## src/rtl/spi_fifo_bridge.sv

```systemverilog
// Host-side front end for spiUnit: TX/RX FIFOs, transmitReady/idle launch FSM, finalCycle tick.
// Defining SPI_FIFO_BRIDGE_IRQ_EN adds parameter RX_IRQ_LEVEL and a registered irq output.
module spi_fifo_bridge #(
  parameter int unsigned DATAWIDTH = 8,
  parameter int unsigned DEPTH     = 8,
`ifdef SPI_FIFO_BRIDGE_IRQ_EN
  parameter int unsigned RX_IRQ_LEVEL = DEPTH / 2,
`endif
  parameter int unsigned DIVWIDTH  = 16
) (
  input  logic                   clk,
  input  logic                   reset,
  input  logic                   enable,
  input  logic [DIVWIDTH-1:0]    clockDivider,
  input  logic                   txWrite,
  input  logic [DATAWIDTH-1:0]   txData,
  output logic                   txFull,
  output logic                   txEmpty,
  output logic [$clog2(DEPTH):0] txLevel,
  input  logic                   rxRead,
  output logic [DATAWIDTH-1:0]   rxData,
  output logic                   rxEmpty,
  output logic [$clog2(DEPTH):0] rxLevel,
  output logic                   rxOverflow,
  input  logic                   clearFlags,
  output logic                   finalCycle,
  output logic [DATAWIDTH-1:0]   dataRegIn,
  output logic                   transmitReady,
  input  logic                   idle,
  input  logic                   coreWrite,
`ifdef SPI_FIFO_BRIDGE_IRQ_EN
  output logic                   irq,
`endif
  input  logic [DATAWIDTH-1:0]   dataReg
);

  localparam int unsigned PtrW = $clog2(DEPTH);
  localparam int unsigned LvlW = PtrW + 1;
  localparam logic [LvlW-1:0] LvlFull = LvlW'(DEPTH);

  // ---------------------------------------------------------------------------
  // Bit-rate divider
  // ---------------------------------------------------------------------------
  logic [DIVWIDTH-1:0] cnt_q, cnt_d;
  logic                final_cycle_q;
  logic                wrap;

  // >= rather than == so a divider lowered below cnt wraps immediately.
  assign wrap  = (cnt_q >= clockDivider);
  assign cnt_d = wrap ? '0 : cnt_q + DIVWIDTH'(1);

  always_ff @(posedge clk) begin
    if (reset) begin
      cnt_q         <= '0;
      final_cycle_q <= 1'b0;
    end else begin
      cnt_q         <= cnt_d;
      final_cycle_q <= wrap;
    end
  end

  assign finalCycle = final_cycle_q;

  // ---------------------------------------------------------------------------
  // TX FIFO
  // ---------------------------------------------------------------------------
  logic [DATAWIDTH-1:0] tx_mem_q [DEPTH];
  logic [PtrW-1:0]      tx_wptr_q, tx_rptr_q;
  logic [LvlW-1:0]      tx_level_q, tx_level_d;
  logic                 tx_push, tx_pop, tx_full, tx_empty;

  assign tx_full  = (tx_level_q == LvlFull);
  assign tx_empty = (tx_level_q == '0);
  assign tx_push  = txWrite && !tx_full;

  always_comb begin
    tx_level_d = tx_level_q;
    unique case ({tx_push, tx_pop})
      2'b10:   tx_level_d = tx_level_q + LvlW'(1);
      2'b01:   tx_level_d = tx_level_q - LvlW'(1);
      default: tx_level_d = tx_level_q;
    endcase
  end

  always_ff @(posedge clk) begin
    if (reset) begin
      tx_wptr_q  <= '0;
      tx_rptr_q  <= '0;
      tx_level_q <= '0;
    end else begin
      if (tx_push) tx_wptr_q <= tx_wptr_q + PtrW'(1);
      if (tx_pop)  tx_rptr_q <= tx_rptr_q + PtrW'(1);
      tx_level_q <= tx_level_d;
    end
  end

  always_ff @(posedge clk) begin
    if (!reset && tx_push) tx_mem_q[tx_wptr_q] <= txData;
  end

  assign txFull  = tx_full;
  assign txEmpty = tx_empty;
  assign txLevel = tx_level_q;

  // ---------------------------------------------------------------------------
  // Launch FSM
  // ---------------------------------------------------------------------------
  typedef enum logic [1:0] {StIdle, StRequest, StBusy} state_e;

  state_e               state_q, state_d;
  logic                 tr_q, tr_d;
  logic [DATAWIDTH-1:0] data_q, data_d;

  always_ff @(posedge clk) begin
    if (reset) begin
      state_q <= StIdle;
      tr_q    <= 1'b0;
      data_q  <= '0;
    end else begin
      state_q <= state_d;
      tr_q    <= tr_d;
      data_q  <= data_d;
    end
  end

  // enable only gates the start; a presented word always completes.
  always_comb begin
    state_d = state_q;
    unique case (state_q)
      StIdle:    if (enable && !tx_empty && idle) state_d = StRequest;
      StRequest: if (!idle) state_d = StBusy;
      StBusy:    if (idle) state_d = StIdle;
      default:   state_d = StIdle;
    endcase
  end

  always_comb begin
    tr_d   = (state_d == StRequest);
    data_d = data_q;
    if ((state_q == StIdle) && (state_d == StRequest)) data_d = tx_mem_q[tx_rptr_q];
  end

  assign tx_pop        = (state_q == StRequest) && !idle;
  assign transmitReady = tr_q;
  assign dataRegIn     = data_q;

  // ---------------------------------------------------------------------------
  // RX FIFO
  // ---------------------------------------------------------------------------
  logic [DATAWIDTH-1:0] rx_mem_q [DEPTH];
  logic [PtrW-1:0]      rx_wptr_q, rx_rptr_q;
  logic [LvlW-1:0]      rx_level_q, rx_level_d;
  logic                 rx_push, rx_pop, rx_full, rx_empty;
  logic                 rx_overflow_q, rx_overflow_d, rx_drop;

  assign rx_full  = (rx_level_q == LvlFull);
  assign rx_empty = (rx_level_q == '0);
  assign rx_pop   = rxRead && !rx_empty;
  // A same-cycle read frees the slot, so a full FIFO still accepts the word.
  assign rx_push  = coreWrite && (!rx_full || rxRead);
  assign rx_drop  = coreWrite && rx_full && !rxRead;

  always_comb begin
    rx_level_d = rx_level_q;
    unique case ({rx_push, rx_pop})
      2'b10:   rx_level_d = rx_level_q + LvlW'(1);
      2'b01:   rx_level_d = rx_level_q - LvlW'(1);
      default: rx_level_d = rx_level_q;
    endcase
  end

  always_comb begin
    rx_overflow_d = rx_overflow_q;
    if (clearFlags) rx_overflow_d = 1'b0;
    if (rx_drop)    rx_overflow_d = 1'b1;
  end

  always_ff @(posedge clk) begin
    if (reset) begin
      rx_wptr_q     <= '0;
      rx_rptr_q     <= '0;
      rx_level_q    <= '0;
      rx_overflow_q <= 1'b0;
    end else begin
      if (rx_push) rx_wptr_q <= rx_wptr_q + PtrW'(1);
      if (rx_pop)  rx_rptr_q <= rx_rptr_q + PtrW'(1);
      rx_level_q    <= rx_level_d;
      rx_overflow_q <= rx_overflow_d;
    end
  end

  always_ff @(posedge clk) begin
    if (!reset && rx_push) rx_mem_q[rx_wptr_q] <= dataReg;
  end

  assign rxData     = rx_mem_q[rx_rptr_q];
  assign rxEmpty    = rx_empty;
  assign rxLevel    = rx_level_q;
  assign rxOverflow = rx_overflow_q;

`ifdef SPI_FIFO_BRIDGE_IRQ_EN
  // ---------------------------------------------------------------------------
  // Interrupt: RX threshold, RX overflow, or TX queue fully drained
  // ---------------------------------------------------------------------------
  logic irq_q, irq_d;

  assign irq_d = (rx_level_q >= LvlW'(RX_IRQ_LEVEL)) | rx_overflow_q |
                 (tx_empty & (state_q == StIdle) & idle);

  always_ff @(posedge clk) begin
    if (reset) irq_q <= 1'b0;
    else       irq_q <= irq_d;
  end

  assign irq = irq_q;
`endif

endmodule

```

## config.mk

```make
export PLATFORM = sky130hd
export DESIGN_NAME = spi_fifo_bridge
export DESIGN_NICKNAME = d
export VERILOG_FILES = /design/src/rtl/spi_fifo_bridge.sv
export SDC_FILE = /design/constraint.sdc
export NUM_CORES = 1
export LEC_CHECK = 0
export ABC_AREA = 1
export BUFFER_PORTS_ARGS = -buffer_cell sky130_fd_sc_hd__buf_2
export CAP_MARGIN = 30
export CORE_MARGIN = 2
export CORE_UTILIZATION = 23
export DETAILED_ROUTE_END_ITERATION = 16
export PLACE_DENSITY = 0.39
export SETUP_SLACK_MARGIN = 0.5
export SLEW_MARGIN = 20
export SYNTH_ARGS = -nofsm -noshare
export SYNTH_HDL_FRONTEND = slang
export SYNTH_SLANG_ARGS = --single-unit
```

## constraint.sdc

```tcl
create_clock -name clk -period 3.3 [get_ports clk]
set_input_delay 0.165 -clock clk [delete_from_list [all_inputs] [get_ports clk]]
set_output_delay 0.165 -clock clk [all_outputs]
set_load 0.005 [all_outputs]
```

==> metrics.md, run 1 <==
| Metric | Value |
|---|---|
| Outcome | `completed` |
| CTS clk-pin slew, worst paths | `70 ps` |
| Routed WL | `19300 µm` |
| Top cell type's share of synthesized area | `48.6%` |
| Met1 wire length | `9370 µm` |
| Primary FF master, synth | `edfxtp_1` |
| Vias | `5484` |
| CP cell instances | `inv_1 > o21ai_0 > o22ai_1 > nor2_1 > a31oi_1 > buf_2` |
| Bufs and invs on worst path | `2` |
| GRT Overall Usage | `11.1%` |
| Leading area contributor after synthesis | `edfxtp_1` |
| CTS Buffer Depth | `2` |
| CP top delay family | `buffers and inverters` |
| Syn_nets | `848` |
| Fmax | `0.425 GHz` |
| DRC Markers | `0` |
| Clk sinks | `180` |
| Num CTS Buffers | `17` |
| Placer Congestion | `0.724` |
| Startpoint types | `flip-flop` |
| P per Cell Area | `569 nW/µm²` |
| Synth warn | `0` |
| Period Utilization, post-route | `71.3%` |
| HP Class | `in -> reg` |
| Die ar. | `35900 µm²` |
| DRT antenna net count | `0` |
| Main combinational cell family by area after synthesis | `simple AND/OR/NAND/NOR gates` |
| CP Class | `reg -> out` |
| Yosys cell types | `34` |
| Top Metal Used | `met4` |
| Hold Startpoint | `dataReg[7]` |
| Drt pass-1 iters | `4` |
| Top cells by count, synth | `nand2_1, edfxtp_1, nor2_1` |
| Cell Area, Placed | `8760 µm²` |
| Worst Hold Path EP | `rx_mem_q[7][7]` |
| Max cap viols | `0` |
| Max stage delay on crit path | `610 ps` |
| I/O Buffers | `69` |
| H-tree level count | `4` |
| Tot Pwr | `5290 µW` |
| Compound-cell area share of the yosys netlist | `6.82%` |
| Crit. End Element | `output port` |
| Die X | `189 µm` |
| Final core utilization | `27.6%` |
| Vias in the first global route | `5312` |
| Share of cells above drive strength 1 | `14.8%` |
| Hold Path Cell Cnt | `1` |
| Wirelength per Cell | `14.6 µm` |
| Rel. slew slack | `43.1%` |
| Most common cell in the netlist | `nand2_1` |
| Area Overhead vs Synth | `17.7%` |
| Met3 wire len | `615 µm` |
| Syn Area/Cell | `10.1 µm²` |
| Critical path arrival | `2190 ps` |
| Fin Setup TNS | `0 ps` |
| R2R Setup Slk | `1220 ps` |
| Largest net degree at the start of global routing | `35` |
| Main area contributors after synthesis | `edfxtp_1, dfxtp_1, nand2_1` |
| Global route overflow | `0` |
| Nets | `925` |
| Register area share after synthesis | `61.8%` |
| Netlist Area Pre-Place | `7910 µm²` |
| Initial DRC Count | `297` |
| Req. time, crit path | `3130 ps` |
| FFs w/ async S/R, synth | `0%` |
| Worst Skew | `9.65 ps` |
| Setup-failing EPs final | `0` |
| Final HPWL DP | `13100 µm` |
| Worst-path maximum fanout | `32` |
| I/O pins | `70` |
| Core box area | `33700 µm²` |
| Die Y-Extent | `189 µm` |
| First-pass GRT wire length | `30200 µm` |
| Reg2reg start | `rxLevel[0]` |
| Inserted Diodes | `0` |
| Root Driver | `clkbuf_16` |
| Worst R2R Path Depth | `6` |
| Critical R2R Capture | `rx_mem_q[3][2]` |
| P_leak | `0.00353 µW` |
| Tmin final | `2350 ps` |
| Final Hold Viols | `0` |
| Post-CTS Setup Repair Bufs | `0` |
| Fin area | `9300 µm²` |
| Clk Latency, worst-skew pair | `440 ps` |
| Maximum vdd drop | `0.382 mV` |
| Row count | `67` |
| Mux cell area share after synthesis | `0%` |
| Post-Synth XOR/XNOR Area | `1.77%` |
| Number of flops mapped to enable cells by yosys | `128` |
| DR WL met2 | `9060 µm` |
| Synth Area in Adders | `4.53%` |
| Initial Util | `23.5%` |
| #FFs+latches synth | `180` |
| Simple-gate portion of the synthesized area | `20.0%` |
| CTS tree | `done` |
| Initial antenna violation count | `0` |
| CP max-delay cell | `inv_1` |
| Fin. max-slew vios | `0` |
| RSZ-0062 raised after global routing | `no` |
| Routed vias/inst | `4.16` |
| Worst Max-Slew Pin Slew | `853 ps` |
| Mapped Cells | `780` |
## where the power goes
| part | leakage, µW | switching, µW | internal [µW] |
|---|---|---|---|
| sequential | 0.00158 | 59.3 | 2500 |
| clock | 0.000241 | 896 | 963 |
| combinational | 0.00171 | 561 | 310 |
| total | 0.00353 | 1520 | 3780 |
## stage by stage
step                hold slack, ps  worst slack (ps)  std cells
CTS                           10.6               875       1318
finish                        26.4               949       1318
detailed placement             428              1210       1284
global route                  30.6               687       1318
floorplan                      264              1370        780
global placement               421              1250       1284
## repair_timing
item	CTS	global route
hold buffers	2	0
endpoints found under the hold margin	1	0
resized for setup	0	0
## worst max path at each step
stage,cells after the start,to,from,slack (ps)
3_5_place_dp,6,rx_mem_q[3][6],rxLevel[0],1210
6_report,6,rxData[1],flip-flop,950
4_1_cts,7,rxData[1],flip-flop,880
5_1_grt,7,rxData[1],flip-flop,690
3_3_place_gp,6,rx_mem_q[5][6],rxLevel[0],1250
2_1_floorplan,6,rx_mem_q[0][0],rxLevel[0],1370
## routing by layer
layer | track usage [%] | vias up
met5 | 0 | -
met4 | 3.67 | 0
met3 | 2.00 | 18
met2 | 18.2 | 80
li1 | - | 2792
met1 | 14.8 | 2594
## state kept, by name, indices dropped and copies added (netlist names), 2 cells and up, named ones only
| name | flops |
|---|---|
| tx_mem_q | 64 |
| txLevel | 4 |
| state_q | 2 |
| cnt_q | 16 |
| rx_mem_q | 64 |
| tx_wptr_q | 3 |
| rx_rptr_q | 3 |
| rxLevel | 4 |
| tx_rptr_q | 3 |
| dataRegIn | 8 |
| rx_wptr_q | 3 |
## cell type report
type | instances | area (µm²)
fill | 3588 | 24400
sequential | 180 | 4880
multi-input combinational | 503 | 2620
tap | 448 | 561
timing repair buffer | 82 | 448
clock buffer | 20 | 437
inverter | 73 | 274
clock inverter | 12 | 83.8
## cells in the final DEF, fill, tap and decap left out, types with 10 or more instances in the layout
cell,instances
nand3_1,64
nand2_1,136
a21oi_1,27
dfxtp_1,52
o21ai_0,59
ha_1,27
nor3_1,11
inv_1,68
clkbuf_16,17
edfxtp_1,128
nor2_4,10
buf_4,11
buf_2,69
nor2_1,120
## cells by family (layout without fill, tap and decap cells)
logic type	Yosys count	count (layout)
buffers and inverters	97	187
DFF	180	180
adders and majority gates	28	28
xor gates and xnor gates	16	16
AOI/OAI and AO/OA	103	103
and+or+nand+nor	356	356
(Power assumes the default switching activity.)
==> run 2: changes to the inputs <==
--- a/config.mk
+++ b/config.mk
@@ -5,13 +5,13 @@
 export SDC_FILE = /design/constraint.sdc
 export NUM_CORES = 1
 export LEC_CHECK = 0
-export ABC_AREA = 1
+export ABC_AREA = 0
 export BUFFER_PORTS_ARGS = -buffer_cell sky130_fd_sc_hd__buf_2
 export CAP_MARGIN = 30
 export CORE_MARGIN = 2
 export CORE_UTILIZATION = 23
 export DETAILED_ROUTE_END_ITERATION = 16
-export PLACE_DENSITY = 0.39
+export PLACE_DENSITY = 0.4
 export SETUP_SLACK_MARGIN = 0.5
 export SLEW_MARGIN = 20
 export SYNTH_ARGS = -nofsm -noshare
==> constraint.sdc (replaced) <==
create_clock -name clk -period 2.05 [get_ports clk]
set_input_delay 0.1025 -clock clk [delete_from_list [all_inputs] [get_ports clk]]
set_output_delay 0.1025 -clock clk [all_outputs]
set_load 0.005 [all_outputs]
==> metrics.md, run 2 <==
| Metric | Value |
|---|---|
| Crit path top cell by count | `ha_4` |
| Largest net degree at the start of global routing | `30 (was 35)` |
| Yosys cell types | `50 (was 34)` |
| Critical path arrival | `2560 ps (was 2190 ps)` |
| CTS clk-pin slew, worst paths | `70 ps (about the same)` |
| Rel. slew slack | `50.9% (was 43.1%)` |
| Max cap viols | `0 (unchanged)` |
| Netlist Area Pre-Place | `7650 µm² (was 7910 µm²)` |
| Leading area contributor after synthesis | `edfxtp_1 (unchanged)` |
| Row count | `66 (was 67)` |
| DRT antenna net count | `0 (unchanged)` |
| DRC Markers | `0 (unchanged)` |
| Share of cells above drive strength 1 | `48.9% (was 14.8%)` |
| Tmin final | `2250 ps` |
| Clk sinks | `180 (unchanged)` |
| Routed vias/inst | `4.19 (was 4.16)` |
| Clk pwr share | `34.3% (was 35.1%)` |
| Max stage delay on crit path | `560 ps (was 610 ps)` |
| CTS tree | `done (unchanged)` |
| Core box area | `32600 µm² (was 33700 µm²)` |
| First-pass GRT wire length | `29100 µm (was 30200 µm)` |
| Final Hold Viols | `0 (unchanged)` |
| Main area contributors after synthesis | `edfxtp_1, dfxtp_1, mux4_2 (was edfxtp_1, dfxtp_1, nand2_1)` |
| R2R Setup Slk | `-200 ps (was 1220 ps)` |
| Worst Skew | `9.62 ps (was 9.65 ps)` |
| Initial DRC Count | `232 (was 297)` |
| Primary FF master, synth | `edfxtp_1 (unchanged)` |
| Setup-failing EPs final | `14 (was 0)` |
| Top cells by count, synth | `edfxtp_1, dfxtp_1, nor2_1 (was nand2_1, edfxtp_1, nor2_1)` |
| Syn Area/Cell | `15.0 µm² (was 10.1 µm²)` |
| RSZ-0062 raised after global routing | `yes (was no)` |
| Req. time, crit path | `2360 ps (was 3130 ps)` |
| P per Cell Area | `865 nW/µm² (was 569 nW/µm²)` |
| Crit. End Element | `flip-flop (was output port)` |
| HP Class | `in -> reg (unchanged)` |
| Top cell type's share of synthesized area | `50.2% (was 48.6%)` |
| Routed WL | `18500 µm (was 19300 µm)` |
| Clk Latency, worst-skew pair | `430 ps (was 440 ps)` |
| Mapped Cells | `512 (was 780)` |
| Global route overflow | `0 (unchanged)` |
| GRT Overall Usage | `10.9% (was 11.1%)` |
| Net switching power | `2590 µW (was 1520 µW)` |
| Most frequent cells in the layout | `edfxtp_1, buf_2, buf_4 (was nand2_1, edfxtp_1, nor2_1)` |
| Top flop regs | `rx_mem_q x64, tx_mem_q x64, cnt_q x16 (unchanged)` |
| Area Overhead vs Synth | `43.2% (was 17.7%)` |
| Number of flops mapped to enable cells by yosys | `128 (unchanged)` |
| Die Y-Extent | `186 µm (was 189 µm)` |
| Fin Setup TNS | `-878 ps (was 0 ps)` |
| Period Utilization, post-route | `110%` |
| Failing checks | `setup timing` |
| Most common cell in the netlist | `edfxtp_1 (was nand2_1)` |
| Die X | `186 µm (was 189 µm)` |
| Root Driver | `clkbuf_16 (unchanged)` |
| Register area share after synthesis | `63.8% (was 61.8%)` |
| Syn_nets | `580 (was 848)` |
| CP max-delay cell | `or4b_4 (was inv_1)` |
| I/O pins | `70 (unchanged)` |
| Num CTS Buffers | `17 (unchanged)` |
| Die ar. | `34800 µm² (was 35900 µm²)` |
| Worst-path maximum fanout | `3 (was 32)` |
| I/O Buffers | `69 (unchanged)` |
| Part of the power in registers | `43.7% (was 48.4%)` |
| Internal | `6890 µW (was 3780 µW)` |
| Initial antenna violation count | `1 (was 0)` |
| FFs w/ async S/R, synth | `0% (unchanged)` |
| Setup WS post-layout | `-196 ps (was 949 ps)` |
| CTS Buffer Depth | `2 (unchanged)` |
| Logic pwr share | `22.1% (was 16.5%)` |
| Fillers | `3203 (was 3588)` |
| Placer Congestion | `0.764 (was 0.724)` |
| Fmax | `0.445 GHz` |
| Final HPWL DP | `12000 µm (was 13100 µm)` |
| Drt pass-1 iters | `4 (unchanged)` |
| CP cell instances | `or4b_4 > nand2_4 > ha_4 > ha_4 > a21o_1 > a21oi_2 > mux2i_1 > mux2_2 (was inv_1 > o21ai_0 > o22ai_1 > nor2_1 > a31oi_1 > buf_2)` |
| Most common cell after layout, fill and taps aside | `edfxtp_1 (was nand2_1)` |
| Initial Util | `23.5% (about the same)` |
| Worst Max-Slew Pin Slew | `735 ps (was 853 ps)` |
| Startpoint types | `flip-flop (unchanged)` |
| Vias | `4806 (was 5484)` |
| Nets | `758 (was 925)` |
| Sw Share | `27.3% (was 28.6%)` |
| Synth warn | `0 (unchanged)` |
| P_leak | `0.00384 µW (was 0.00353 µW)` |
| CP Class | `reg -> reg (was reg -> out)` |
| #FFs+latches synth | `180 (unchanged)` |
| H-tree level count | `4 (unchanged)` |
| Vias in the first global route | `5227 (was 5312)` |
| Final core utilization | `33.6% (was 27.6%)` |
| Fin. max-slew vios | `0 (unchanged)` |
| Outcome | `finished with violations (was completed)` |
| Maximum vdd drop | `0.535 mV (was 0.382 mV)` |
| Wirelength per Cell | `16.1 µm (was 14.6 µm)` |
[run 2: logic make-up after synthesis]
kind of cell    after synthesis  share of synthesized area [%]
xor+xnor                     26                           2.97
compound gates               45                           4.51
simple gates                130                           8.78
mux                          55                           12.6
flops                       180                           63.8
fa+ha+maj                    28                           4.67
buf+inv                      48                           2.66
[run 2: worst max-delay path: cells and delay by family, from the launching register on]
family                   cells  cell delay, ps
AND/OR/NAND/NOR              2             650
multiplexers                 2             540
adder cells (fa/ha/maj)      2             340
flip-flops                   1             320
AO/OA/AOI/OAI                2             290
[run 2: per-layer routing]
layer	track usage, %	vias to the layer above	routed length [µm]
li1	-	2313	-
met1	13.2	2410	8030
met2	19.5	73	9670
met3	2.28	10	591
met4	2.86	0	201
met5	0	-	0
[run 2: timing repair]
action	CTS	global route
gates cloned	4	1
buffers inserted	21	8
pin swaps	33	21
gates resized for setup	95	41
endpoints found under the setup margin	175	176
hold endpoints to repair	131	0
hold buffers	20	0
[run 2: area by class of cell]
class                   count  area (µm²)  share of cell area [%]
flip-flops and latches    180        4920                    44.9
multi-input cells         286        3240                    29.6
repair buffers            178        1550                    14.1
well taps                 442         553                    5.05
clock buffers              17         425                    3.88
clock inverters            15         165                    1.51
inverters                  27         101                   0.925
diodes                      1        2.50                  0.0228
[run 2: power by group through the flow]
stage	sequential, µW	combinational, µW	clock (µW)
finish	4140	2090	3250
global route	4150	2280	3510
CTS	4140	1920	3350
detailed placement	4200	1580	0
global placement	4190	1560	0
floorplan	4220	956	0
[run 2: through the flow]
| step | setup slack, ps | instance area [µm²] | power, µW | hold slack (ps) | cells |
|---|---|---|---|---|---|
| after floorplan | -235 | 8010 | 5180 | 180 | 512 |
| after global placement | -170 | 9270 | 5750 | 316 | 1058 |
| after detailed placement | -214 | 9280 | 5780 | 341 | 1059 |
| after CTS | -215 | 10700 | 9410 | 28.0 | 1136 |
| after global routing | -276 | 11000 | 9950 | 103 | 1146 |
| final | -196 | 11000 | 9470 | 73.5 | 1146 |
[run 2: final timing paths]
kind	startpoint	endpoint	cells past startpoint
worst max register to register	txLevel[2]	txLevel[3]	8
worst max-delay path	txLevel[2]	txLevel[3]	8
worst min register to register	dataRegIn[7]	dataRegIn[7]	2
worst min-delay path	txWrite	tx_wptr_q[2]	4
